File: src/rtl/clkbr_enable_seq.sv
// Round-robin sequencer for gated clock-branch enables. Changes one branch at a time and holds a
// settle interval between EN and ACK edges to limit load steps on the clock tree.
module clkbr_enable_seq #(
  parameter int unsigned NUM_BR = 4,
  parameter int unsigned SETTLE = 8,
  parameter int unsigned CW     = 8
) (
  input  logic              CLK,
  input  logic              RN,
  input  logic [NUM_BR-1:0] REQ,
  output logic [NUM_BR-1:0] EN,
  output logic [NUM_BR-1:0] ACK,
  output logic              BUSY
);

  localparam int unsigned PW = (NUM_BR > 1) ? $clog2(NUM_BR) : 1;
  localparam logic [PW-1:0] PtrRst  = PW'(NUM_BR - 1);
  localparam logic [CW-1:0] CntLoad = CW'(SETTLE - 1);

  typedef enum logic [1:0] {
    StIdle,
    StOnWait,
    StOffWait
  } state_e;

  state_e             state_q;
  logic [CW-1:0]      cnt_q;
  logic [PW-1:0]      ptr_q;
  logic [NUM_BR-1:0]  en_q;
  logic [NUM_BR-1:0]  ack_q;
  logic               busy_q;

  logic [NUM_BR-1:0]  pend;
  logic [PW-1:0]      pick;
  logic               found;
  int                 idx;

  assign pend = REQ ^ en_q;

  // First pending branch strictly after the last one served, wrapping modulo NUM_BR.
  always_comb begin
    pick  = ptr_q;
    found = 1'b0;
    idx   = 0;
    for (int k = 1; k <= int'(NUM_BR); k++) begin
      idx = int'(ptr_q) + k;
      if (idx >= int'(NUM_BR)) begin
        idx = idx - int'(NUM_BR);
      end
      if (!found && pend[idx]) begin
        found = 1'b1;
        pick  = PW'(idx);
      end
    end
  end

  always_ff @(posedge CLK or negedge RN) begin
    if (!RN) begin
      state_q <= StIdle;
      cnt_q   <= '0;
      ptr_q   <= PtrRst;
      en_q    <= '0;
      ack_q   <= '0;
      busy_q  <= 1'b0;
    end else begin
      unique case (state_q)
        StIdle: begin
          if (found) begin
            ptr_q  <= pick;
            busy_q <= 1'b1;
            cnt_q  <= CntLoad;
            if (REQ[pick]) begin
              en_q[pick] <= 1'b1;
              state_q    <= StOnWait;
            end else begin
              // ACK drops first so consumers quiesce before the clock stops.
              ack_q[pick] <= 1'b0;
              state_q     <= StOffWait;
            end
          end
        end
        StOnWait: begin
          if (cnt_q != '0) begin
            cnt_q <= cnt_q - CW'(1);
          end else begin
            ack_q[ptr_q] <= 1'b1;
            busy_q       <= 1'b0;
            state_q      <= StIdle;
          end
        end
        StOffWait: begin
          if (cnt_q != '0) begin
            cnt_q <= cnt_q - CW'(1);
          end else begin
            en_q[ptr_q] <= 1'b0;
            busy_q      <= 1'b0;
            state_q     <= StIdle;
          end
        end
        default: begin
          state_q <= StIdle;
        end
      endcase
    end
  end

  assign EN   = en_q;
  assign ACK  = ack_q;
  assign BUSY = busy_q;

endmodule

File: config.mk
export PLATFORM = sky130hd
export DESIGN_NAME = clkbr_enable_seq
export DESIGN_NICKNAME = d
export VERILOG_FILES = /design/src/rtl/clkbr_enable_seq.sv
export SDC_FILE = /design/constraint.sdc
export NUM_CORES = 1
export LEC_CHECK = 0
export CORE_MARGIN = 2
export CORE_UTILIZATION = 56
export CTS_CLUSTER_SIZE = 30
export DETAILED_ROUTE_END_ITERATION = 12
export GPL_ROUTABILITY_DRIVEN = 1
export PLACE_DENSITY = 0.76
export SLEW_MARGIN = 20
export SYNTH_ARGS = -nofsm -noshare
export SYNTH_HDL_FRONTEND = slang
export SYNTH_SLANG_ARGS = --single-unit
File: constraint.sdc
create_clock -name CLK -period 3.9 [get_ports CLK]
set_input_delay 0.78 -clock CLK [delete_from_list [all_inputs] [get_ports CLK]]
set_output_delay 0.78 -clock CLK [all_outputs]
set_load 0.005 [all_outputs]
==> summary.txt <==
Power
  – Internal: 0.751 mW
  – Sw frac: between 50 and 60%
  – LEAKAGE: roughly 0.72 nW
  – Clock power frac: under 10%
  – Comb power frac: ~68%
  – Power Density: 911 mW/mm²
  – Peak supply drop: about 0.0006 V
  – Sw power: between 0.7 and 0.8 mW
  – Sequential Power Share: around a quarter

Timing
  – RSZ-0062 raised after global routing: false
  – Setup TNS: 0 ns
  – Worst slew pin tran: 0.852 ns
  – Max Clock Skew: around 0.012 ns
  – Peak Freq: slightly below 0.3 GHz
  – Crit share post-route: around 87%
  – Fin crit period: roughly 3.4 ns
  – Pins Over Slew Limit: 0
  – Setup-failing EPs final: 0
  – Final hold vios: 0
  – Final hold slack: 0.382 ns
  – Max_slew headroom: a little over two fifths

Detailed routing
  – Drt first-iter violations: between 40 and 50
  – Antenna viol nets, final: 0
  – WL met2: roughly 1600 µm
  – DR DRC count: 0
  – DR top layer: met4
  – WL met3: around 210 µm
  – First-pass DRT Iterations: 4
  – Via count: roughly 1.4k
  – Avg WL per Cell: 15.4 µm
  – Post-Route M1 WL: approximately 1500 µm
  – Final WL: 3430 µm
  – Vias per cell: 6.15

Global routing
  – Largest net degree at the start of global routing: 22
  – Overflow after GRT: 0
  – Vias in the first global route: 1280
  – GRT Total Usage: 23.0%
  – Initial antenna violation count: 0
  – First-pass GRT wire length: 5660 µm

Clocking
  – CTS tree: yes
  – H-tree depth: 1
  – Num Clock Sinks: 21
  – Clock Latency Late Sink: 0.33 ns
  – Clock Tree Buf Depth: 2
  – Root buf cell: clkbuf_4
  – Hold Buf Count CTS: 0
  – CTS Buf Count: 3
  – Cts repair resizes: 0
  – Worst-path clk slew: 0.14 ns
  – Post-CTS Setup Inserts: 0

Critical path
  – Crit path largest cell delay: 0.54 ns
  – R2r setup slk: approximately 0.67 ns
  – CP Data Arrival Time: around 3.6 ns
  – Crit path cell chain: clkdlybuf4s50_1 -> xnor2_1 -> mux4_2 -> a31o_2 -> a21oi_4 -> mux2i_1 -> mux2_2 -> a32oi_2 -> o21ai_0
  – Crit Path Category: in2reg
  – Worst-case reg-to-reg path depth: 9
  – Crit path capture type: flip-flop
  – CP Max Fanout: 10
  – Worst EP required: 4.15 ns
  – Worst setup SP type: input port
  – Critical Path Slowest Stage Cell: mux4_2

Floorplanning
  – Chip Height: roughly 56 µm
  – Die ar.: 0.00311 mm²
  – Core area: around 0.0025 mm²
  – Starting Density: between 60 and 70%
  – Io pins: 15
  – Die W: approximately 56 µm
  – Row cnt: 18

Synth
  – Synthesized cell area: 0.00150 mm²
  – Yosys warning count: 0
  – Synth unique cells: 45
  – Synth top area share: between 30% and 40%
  – Post-synthesis xor/xnor area fraction: 6.42%
  – Main combinational cell family by area after synthesis: simple AND/OR/NAND/NOR gates
  – Simple-Gate Fraction of Synth Area: a little under a quarter
  – Cell taking the most area after synthesis: dfrtp_1
  – EDFF count, synth: 0
  – Synth Area in Adders: about 6.7%
  – Synth Flop Type: dfrtp_1
  – Sequential area share after synthesis: between 30% and 40%
  – Synth Instances: between 150 and 200
  – Ys async rst share: between 90% and 100%
  – Area contributors post-synth: dfrtp_1 32%, nand2_1 7.0%, ha_1 6.7%
  – Mapped Nets: roughly 190
  – #FFs+latches synth: 21
  – Complex-gate fraction of the synthesized area: between 20% and 30%
  – Syn avg cell area: between 8 and 9 µm²
  – Post-synthesis mux area share: 4.25%

Placed design
  – IO buf count: 14
  – RePlAce Congestion: between 0.9 and 1
  – DP HPWL: about 2600 µm

Layout
  – Layout cell share with drive strength beyond 1: ~7.3%
  – Area growth syn-to-layout: 12.0%
  – Nets: around 210
  – # diodes: 0
  – # fillers: between 200 and 250

Status
  – Status: complete, no violations

Min path
  – Worst hold path class: in2async

Job
  – Max-cap violations: 0
==> registers in the layout, indices dropped and copies added, names as in the netlist <==
register and cells:
cnt_q 8, ACK 4, EN 4, ptr_q 2, state_q 2, BUSY 1
==> final timing paths <==
check	startpoint	end
worst max register to register	ptr_q[0]	ACK[3]
worst min-delay path	RN	ACK[1]
min in group CLK	ACK[0]	ACK[0]
worst max-delay path	REQ[3]	ACK[3]
max in group asynchronous	RN	ptr_q[1]
worst min register to register	ACK[0]	ACK[0]
==> metal layers <==
metal	global-route usage, %	vias up
met5	0	-
li1	-	657
met2	38.1	52
met4	9.41	0
met3	2.56	8
met1	30.5	649
==> per-stage QoR <==
| step | power, mW | util (%) | worst slack [ns] | cell area (µm²) | cells |
|---|---|---|---|---|---|
| 6_report | 1.53 | 67.2 | 0.518 | 1680 | 222 |
| 3_5_place_dp | 1.40 | 66.3 | 0.198 | 1660 | 218 |
| 5_1_grt | 1.66 | 67.2 | 0.167 | 1680 | 222 |
| 2_1_floorplan | 1.14 | - | 1.08 | 1500 | 179 |
| 4_1_cts | 1.52 | 67.4 | 0.555 | 1690 | 222 |
| 3_3_place_gp | 1.37 | 66.3 | 0.323 | 1660 | 218 |
==> area by class of cell <==
| class | count | area, µm² | area share [%] |
|---|---|---|---|
| Clock inverter | 1 | 5.00 | 0.298 |
| Timing Repair Buffer | 14 | 135 | 8.04 |
| Inverter | 12 | 45.0 | 2.68 |
| Clock buffer | 3 | 22.5 | 1.34 |
| Sequential cell | 21 | 528 | 31.4 |
| Tap cell | 30 | 37.5 | 2.23 |
| Multi-Input combinational cell | 141 | 907 | 54.0 |
==> cells in the mapped netlist (all sizes together) (3+ instances only) <==
cell type / count
nand2: 28
dfrtp: 19
o21ai: 19
nor2: 17
inv: 12
ha: 8
nand3: 8
xnor2: 6
a21oi: 5
nor3: 5
xor2: 5
o32a: 4
clkbuf: 3
mux2i: 3
==> critical path, delay by kind of cell <==
family,cells,cell delay (ns)
AO/OA/AOI/OAI,4,0.79
XOR/XNOR,1,0.31
buffers and inverters,1,0.48
multiplexers,3,1.27
==> power by group through the flow <==
stage                     clock network (mW)  logic (mW)  registers, mW
after global routing                   0.121        1.15          0.392
after detailed placement                   0        1.02          0.383
after CTS                              0.117        1.03          0.378
final                                  0.115        1.04          0.380
after global placement                     0       0.996          0.379
after floorplan                            0       0.803          0.342
==> cells in the final DEF, fill, tap and decap left out, types with 2 or more instances in the layout <==
cell type and instances:
o21ai_0 19, dfrtp_1 19, nor2b_1 2, xor2_1 5, clkbuf_4 3, ha_1 8
nand3_1 8, and3_1 2, a31oi_1 2, o32a_1 4, o21a_1 2, nor3_1 5
and2_1 2, inv_1 12, nor2_1 17, nand2_1 28, dfstp_2 2, clkdlybuf4s50_1 13
xnor2_1 6, a21oi_1 4, mux2i_1 3, or3_1 2
==> cells by family (layout without fill, tap and decap cells) <==
logic type      after synthesis  after routing
fa+ha+maj                     8              8
flops                        21             21
xor+xnor                     11             11
mux                           5              5
compound gates               43             43
buf+inv                      17             30
simple gates                 74             74
Power figures use the tool's default switching activity.
